===== src/rtl/lite_regbank_irq.sv =====
// Xillybus Lite slave: byte-strobed RAM region plus control region (ID, W1C IRQ status, enable,
// pending) driving a registered user_irq. Define LITE_TIMESTAMP_EN to add a timestamp counter.
module lite_regbank_irq #(
  parameter int unsigned ADDR_W   = 5,
  parameter int unsigned NUM_IRQ  = 4,
  parameter logic [31:0] ID_VALUE = 32'h4C52_0001
) (
  input  logic               user_clk,
  input  logic               rst_n,
  input  logic [31:0]        user_addr,
  input  logic               user_wren,
  input  logic [3:0]         user_wstrb,
  input  logic [31:0]        user_wr_data,
  input  logic               user_rden,
  output logic [31:0]        user_rd_data,
  output logic               user_irq,
  input  logic [NUM_IRQ-1:0] irq_src
);

  localparam int unsigned Depth = 2 ** ADDR_W;

  localparam logic [2:0] OffId      = 3'd0;
  localparam logic [2:0] OffStatus  = 3'd1;
  localparam logic [2:0] OffEnable  = 3'd2;
  localparam logic [2:0] OffPending = 3'd3;
  localparam logic [2:0] OffTstamp  = 3'd4;

  logic [31:0]        r_ram [Depth];
  logic [31:0]        r_rd_data;
  logic               r_irq;
  logic [NUM_IRQ-1:0] r_irq_status;
  logic [NUM_IRQ-1:0] r_irq_enable;
  logic [NUM_IRQ-1:0] r_irq_src_d;

  logic               w_ctl_sel;
  logic [ADDR_W-1:0]  w_ram_idx;
  logic [2:0]         w_ctl_off;
  logic               w_ram_wr;
  logic               w_ctl_wr;
  logic [31:0]        w_mask;
  logic [NUM_IRQ-1:0] w_wdata_irq;
  logic [NUM_IRQ-1:0] w_status_clr;
  logic [NUM_IRQ-1:0] w_rise;
  logic [NUM_IRQ-1:0] w_status_d;
  logic [NUM_IRQ-1:0] w_enable_d;
  logic [31:0]        w_rd_mux;
  logic               w_unused;

  assign w_ctl_sel = user_addr[ADDR_W+2];
  assign w_ram_idx = user_addr[ADDR_W+1:2];
  assign w_ctl_off = user_addr[4:2];
  assign w_ram_wr  = user_wren & ~w_ctl_sel;
  assign w_ctl_wr  = user_wren & w_ctl_sel;
  assign w_mask    = {{8{user_wstrb[3]}}, {8{user_wstrb[2]}},
                      {8{user_wstrb[1]}}, {8{user_wstrb[0]}}};

  // Upper address bits alias the map and are intentionally ignored.
  assign w_unused = ^{user_addr[31:ADDR_W+3], user_addr[1:0]};

  assign w_wdata_irq  = user_wr_data[NUM_IRQ-1:0] & w_mask[NUM_IRQ-1:0];
  assign w_status_clr = (w_ctl_wr && (w_ctl_off == OffStatus)) ? w_wdata_irq : '0;
  assign w_rise       = irq_src & ~r_irq_src_d;
  // OR-ing the rise after the clear makes a simultaneous event win over W1C.
  assign w_status_d   = (r_irq_status & ~w_status_clr) | w_rise;
  assign w_enable_d   = (w_ctl_wr && (w_ctl_off == OffEnable)) ?
                        ((r_irq_enable & ~w_mask[NUM_IRQ-1:0]) | w_wdata_irq) : r_irq_enable;

`ifdef LITE_TIMESTAMP_EN
  logic [31:0] r_tstamp;

  always_ff @(posedge user_clk or negedge rst_n) begin
    if (!rst_n) begin
      r_tstamp <= '0;
    end else if (w_ctl_wr && (w_ctl_off == OffTstamp) && (user_wstrb == 4'hF)) begin
      r_tstamp <= '0;
    end else begin
      r_tstamp <= r_tstamp + 32'd1;
    end
  end
`endif

  // RAM has no reset so it can map onto block RAM.
  always_ff @(posedge user_clk) begin
    if (w_ram_wr) begin
      r_ram[w_ram_idx] <= (r_ram[w_ram_idx] & ~w_mask) | (user_wr_data & w_mask);
    end
  end

  always_comb begin
    w_rd_mux = '0;
    if (!w_ctl_sel) begin
      w_rd_mux = r_ram[w_ram_idx];
    end else begin
      case (w_ctl_off)
        OffId:      w_rd_mux = ID_VALUE;
        OffStatus:  w_rd_mux = 32'(r_irq_status);
        OffEnable:  w_rd_mux = 32'(r_irq_enable);
        OffPending: w_rd_mux = 32'(r_irq_status & r_irq_enable);
`ifdef LITE_TIMESTAMP_EN
        OffTstamp:  w_rd_mux = r_tstamp;
`endif
        default:    w_rd_mux = '0;
      endcase
    end
  end

  always_ff @(posedge user_clk or negedge rst_n) begin
    if (!rst_n) begin
      r_rd_data    <= '0;
      r_irq        <= 1'b0;
      r_irq_status <= '0;
      r_irq_enable <= '0;
      r_irq_src_d  <= '0;
    end else begin
      if (user_rden) begin
        r_rd_data <= w_rd_mux;
      end
      r_irq        <= |(r_irq_status & r_irq_enable);
      r_irq_status <= w_status_d;
      r_irq_enable <= w_enable_d;
      r_irq_src_d  <= irq_src;
    end
  end

  assign user_rd_data = r_rd_data;
  assign user_irq     = r_irq;

endmodule


===== config.mk =====
export PLATFORM = sky130hd
export DESIGN_NAME = lite_regbank_irq
export DESIGN_NICKNAME = d
export VERILOG_FILES = /design/src/rtl/lite_regbank_irq.sv
export SDC_FILE = /design/constraint.sdc
export NUM_CORES = 1
export LEC_CHECK = 0
export CAP_MARGIN = 10
export CORE_MARGIN = 4
export CORE_UTILIZATION = 62
export CTS_CLUSTER_DIAMETER = 80
export DETAILED_ROUTE_END_ITERATION = 8
export PLACE_DENSITY = 0.78
export SLEW_MARGIN = 20
export SYNTH_ARGS = -nofsm -noshare
export SYNTH_HDL_FRONTEND = slang
export SYNTH_SLANG_ARGS = --single-unit

===== constraint.sdc =====
create_clock -name user_clk -period 4.4 [get_ports user_clk]
set_clock_uncertainty 0.2 [all_clocks]
set_input_delay 0.88 -clock user_clk [delete_from_list [all_inputs] [get_ports user_clk]]
set_output_delay 0.88 -clock user_clk [all_outputs]
set_load 0.1 [all_outputs]

Word level (Yosys, flattened, before mapping)
Memory sizes are Yosys's and may differ from the RTL's.
Cells that the tools add are included.
Widths: inputs -> output; s select.
{"block": "totals", "inputBits": 76, "mem_bits_rw": 1024, "n_memories": 1, "ff_bits": 45, "word_cells": 36, "out_inout_bits": 33}
{"block": "classes", "bitwise_logic": 18, "muxes": 5, "n_eq_ne": 3, "n_reduce_logical": 4}
{"name": "r_ram", "words": 32, "word_bits": 32, "rd": 1, "rd_ports_with_merged_regs": 0, "write_ports": 1, "line_no": "28", "text": "logic [31:0] r_ram [Depth];"}
{"cell": "$pmux 31 s4", "n": 1}
{"cell": "$and 32x32->32", "n": 2}
{"cell": "$mux 32", "n": 1}
{"cell": "$not 32->32", "n": 1}
{"cell": "$or 32x32->32", "n": 1}
{"cell": "$and 4x4->4", "n": 6}
{"cell": "$not 4->4", "n": 3}
{"cell": "$or 4x4->4", "n": 2}
{"cell": "$eq 3x2->1 const B", "n": 2}
{"cell": "$mux 4", "n": 1}
{"cell": "$reduce_or 4->1", "n": 1}
{"cell": "$eq 3x1->1 const B", "n": 1}
{"cell": "$logic_not 3->1", "n": 1}
{"cell": "$and 1x1->1", "n": 2}
{"cell": "$logic_and 1x1->1", "n": 2}
{"cell": "$mux 1", "n": 2}
{"cell": "$not 1->1", "n": 1}

Logic depth before layout (Yosys ltp)
{"block": "depth", "word_depth": 6, "mapped_depth": 9, "depth_no_buf": 5}

Worst setup path after synthesis
No wires, ideal clock.
{"block": "synth_path", "path_kind": "input to register", "start": "input user_addr[2]", "end": "memory r_ram[26][0] (enable)", "arrival_time_ns": 4.233, "required_ns": 3.739, "setup_ns": 0.461, "slack_ns": -0.495, "stages": 6, "cell_sequence": "buf_2 > buf_2 > buf_2 > or3b_2 > clkbuf_1 > nor3_1"}
{"element": "from (decl)", "line_no": "10", "text": "input logic [31:0] user_addr,"}
{"element": "to (decl)", "line_no": "28"}
No word-level cell before the write port.

Worst setup path after layout
{"block": "layout_path", "start": "input user_addr[6]", "end": "memory r_ram[31][13] (data pin)"}
{"block": "layout_between", "elab_chain_cells": 3}
{"element": "$mem_v2 32x32"}
{"element": "$and 32x32->32", "line_no": "85", "text": "r_ram[w_ram_idx] <= (r_ram[w_ram_idx] & ~w_mask) | (user_wr_data & w_mask);"}
{"element": "$or 32x32->32", "line_no": "85"}
Every way passes these cells.

==> results by stage <==
Outcome:
- The flow ran to the end, and the final reports show no timing, DRC or antenna violations.

Synthesis:
- The post-synthesis register bit count is 1069.
- Yosys printed 0 warnings.
- The number of enable-type register cells in the synthesized netlist is 1024.
- The cell area after synthesis is between 40000 and 50000 µm².
- The net count after synthesis is 2325.
- After synthesis, flip-flops and latches occupy between 70% and 80% of the total area.
- The number of standard cells after synthesis is between 2000 and 2500.
- After synthesis, the share of flip-flops with an asynchronous set or reset is between 4 and 5%.
- The number of library cell types mapped by synthesis is 40.
- Dividing the synthesized area by the synthesized cell count gives around 18 µm².
- The most used flip-flop cell after synthesis is edfxtp_1.

Detailed routing:
- The post-detailed-route DRC marker count is 0.
- The first-iteration detailed-routing DRC count is between 3000 and 4000.
- The first detailed-routing pass took 5 iterations.
- The post-detailed-route wirelength per cell is around 33 µm.
- Once detail routing completed, the nets flagged for antenna violations numbered 0.
- Using the TritonRoute via totals, the vias-per-cell ratio works out to a little under 7.
- The post-detailed-routing wire length is 110.5 mm.
- The total vias in the final route is 23384.

Layout:
- The repair_antennas step left the layout with diodes totalling 0.
- After filler insertion, the fill cell instance count of the layout stands at 3702.
- The area growth from synthesis to layout is 15.48%.
- The post-route netlist has approximately 15% of its cells at a drive strength greater than 1.
- At the end of the flow the core is filled with cells to around 72%.
- The most common cell after layout, fill and taps aside is edfxtp_1.
- The cell area after layout is between 40000 and 50000 µm².
- The final-stage net count is around 2500.
- Leaving out fill and tap cells, the most frequent cells in the layout are edfxtp_1 (1024), mux2i_1 (512), o22ai_1 (255).

CTS:
- The TritonCTS sink count is roughly 1100.
- After clock tree synthesis, the clock-pin slew on the worst setup and hold paths is ~0.06 ns.
- TritonCTS built the clock tree.
- The post-cts resize count is 0.
- The number of H-tree branching levels is 3.
- The number of post-CTS setup repair buffers is 0.
- The longest clock path from root to sink contains 3 buffers.
- The library cell used as clock root buffer is clkbuf_16.
- The number of clock buffers inserted by TritonCTS is 100.
- The source-to-sink clock delay at the later pin of the worst-skew pair is between 0.6 and 0.7 ns.
- After clock tree synthesis, the flow added hold-fix buffers numbering 0.

Critical path:
- The endpoint kind of the worst setup timing path is a flop.
- The slowest stage of the critical path belongs to the cell clkdlybuf4s50_1.
- The cell family contributing the most delay on the critical path is buffers and inverters.
- The peak fanout along the critical path is 32.
- The type of origin of the critical path is an input port.
- For this run, the slowest stage of the critical path takes 0.78 ns.
- The data arrival time of the critical path is roughly 4 ns.
- The required time at the endpoint of the critical path is 4.55 ns.
- Together, buffers and inverters on the worst path number 3.
- The path type of the worst setup path is in2reg.
- The signal on the critical path passes through clkdlybuf4s50_1 > buf_4 > nand4_1 > buf_4 > o22ai_1 > nor4_1 > nand2_1 > mux2_2.
- By instance count, the cell type seen most on the critical path is buf_4.

Power and ir drop:
- The internal power is about 17 mW.
- The largest voltage drop on the vdd net is just over 0.3 mV.
- Of the total power, registers draw 53.2%.
- Summed over all cells, the static leakage comes to 16.77 nW.
- In this run the power density over the cells is 455.3 nW/µm².
- The power share of the clock group is about two fifths.
- The share of total power dissipated in combinational logic is 7.1%.
- The net switching power figure is a little under 5 mW.
- Net switching is approximately 22% of the power.

Global routing:
- The number of antenna violations at the first check in global routing is 0.
- The pin count of the biggest net entering global routing is 59.
- For this run the aggregate overflow at the end of global routing stands at 0.
- The via count of the first global-routing pass is ~23000.
- Across every metal layer, demand over resource in global routing totals 31.00%.
- The first global-routing pass estimated between 150 and 200 mm of wire.

Die:
- The floorplan has between 90 and 100 rows.
- The initial utilization of the core area, before any placement, comes to 62.59%.
- The I/O pin count is ~110.
- The floorplan step defined a die boundary enclosing 70560 µm².
- The placeable core region is about 66000 µm².
- The die extent in y is between 200 and 300 µm.
- The width of the die is between 200 and 300 µm.

STA:
- The clock period minus worst slack is roughly 3.8 ns.
- Setup repair after global routing left no endpoint under its margin.
- The total negative slack for setup checks is 0 ns.
- For this run, the top clock speed supported by timing is about 260 MHz.
- The worst slew margin relative to its limit is around 33%.
- The number of setup violations in the final report is 0.
- After layout, the worst path uses just under 90% of the clock period.
- The slew at the pin closest to its max-slew limit is approximately 1 ns.
- The number of hold violations in the final report is 0.
- The post-layout worst setup margin is approximately 0.58 ns.
- The number of slew-limit violations in the final report is 0.

Placement:
- The placer's final routability congestion estimate is ~0.84.
- The number of port buffers is 82.
- Once placement finished, the instance area stood at 44270 µm².
- The setup slack after placement is about 0.027 ns.
- After legalization and detailed placement, the total HPWL measured approximately 60 mm.

Run:
- Across the run, the number of max-cap violations was 0.

Worst hold path:
- The tightest min-delay check is of the in2async type.
[power groups by stage]
stage	Clock, mW	Sequential, mW	Combinational, mW
6_report	8.59	11.5	1.54
5_1_grt	9.08	11.5	1.61
4_1_cts	8.62	11.5	1.53
3_5_place_dp	0	11.7	1.51
3_3_place_gp	0	11.7	1.46
2_1_floorplan	0	12.0	0.719
[per-layer routing]
layer | vias up | part of all wire [%] | GRT usage, %
li1 | 9500 | - | -
met1 | 11929 | 36 | 41.95
met2 | 1636 | 48 | 50.40
met3 | 319 | 12 | 6.086
met4 | 0 | 4.5 | 12.75
met5 | - | 0 | 0
[layout make-up]
cell class	instances	area, µm²	area share, %
Clock buffer	121	2623	5.519
Sequential cell	1069	31880	67.08
Inverter	14	52.55	0.1106
Timing Repair Buffer	226	2477	5.213
Tap cell	864	1081	2.275
Multi-Input combinational cell	1027	8782	18.48
Clock inverter	63	630.6	1.327
[final timing paths]
| path | startpoint | to | slack [ns] | cells after the start |
|---|---|---|---|---|
| setup / recovery | user_addr[6] | r_ram[31][13] | 0.58 | 8 |
| hold / removal | rst_n | r_irq_src_d[2] | 0.03 | 1 |
| setup reg to reg | r_ram[1][0] | r_ram[4][0] | 1.93 | 5 |
| hold reg to reg | r_irq_src_d[0] | r_irq_status[0] | 0.24 | 1 |
| max in group asynchronous | rst_n | user_rd_data[9] | 3.05 | 2 |
| min in group user_clk | r_irq_src_d[0] | r_irq_status[0] | 0.24 | 1 |
[sequential cells by signal, indices dropped and copies added, names as in the netlist, named ones only]
signal        cells
r_ram          1024
user_rd_data     32
r_irq_src_d       4
r_irq_status      4
user_irq          1
[Yosys cell counts (3+ instances only)]
cell type | count | area, µm²
nand2_1 | 48 | 180.2
buf_4 | 4 | 30.03
buf_1 | 6 | 22.52
a221oi_1 | 3 | 26.28
a221o_1 | 4 | 40.04
mux2i_1 | 512 | 5125
buf_6 | 9 | 101.4
nor3_1 | 5 | 25.02
clkbuf_1 | 14 | 52.55
nand4bb_1 | 6 | 67.56
dfrtp_1 | 45 | 1126
o221a_1 | 6 | 67.56
inv_1 | 13 | 48.80
buf_2 | 105 | 525.5
or3_1 | 3 | 18.77
nand4_1 | 3 | 18.77
nor4_1 | 64 | 400.4
nand3_1 | 3 | 15.01
a22o_1 | 22 | 192.7
o21ai_0 | 7 | 35.03
nor2_1 | 32 | 120.1
edfxtp_1 | 1024 | 30750
nand4b_1 | 5 | 43.79
o22ai_1 | 255 | 1595
mux2_2 | 33 | 371.6
[metrics by stage]
step	total power [mW]	cells	hold WS, ns
CTS	21.65	3384	0.04020
global route	22.20	3384	0.07083
floorplan	12.70	2249	0.1996
global placement	13.18	3200	0.2252
finish	21.64	3384	0.02836
detailed placement	13.24	3200	0.2239
[cell families (layout without fill, tap and decap cells)]
logic type             after synthesis  after routing  synth area share (%)
AOI/OAI and AO/OA                  304            304                 4.907
buffers and inverters              153            424                 1.918
DFF                               1069           1069                 77.46
muxes                              545            545                 13.36
and+or+nand+nor                    178            178                 2.362
Note: power is estimated with default switching activity, not from simulation.
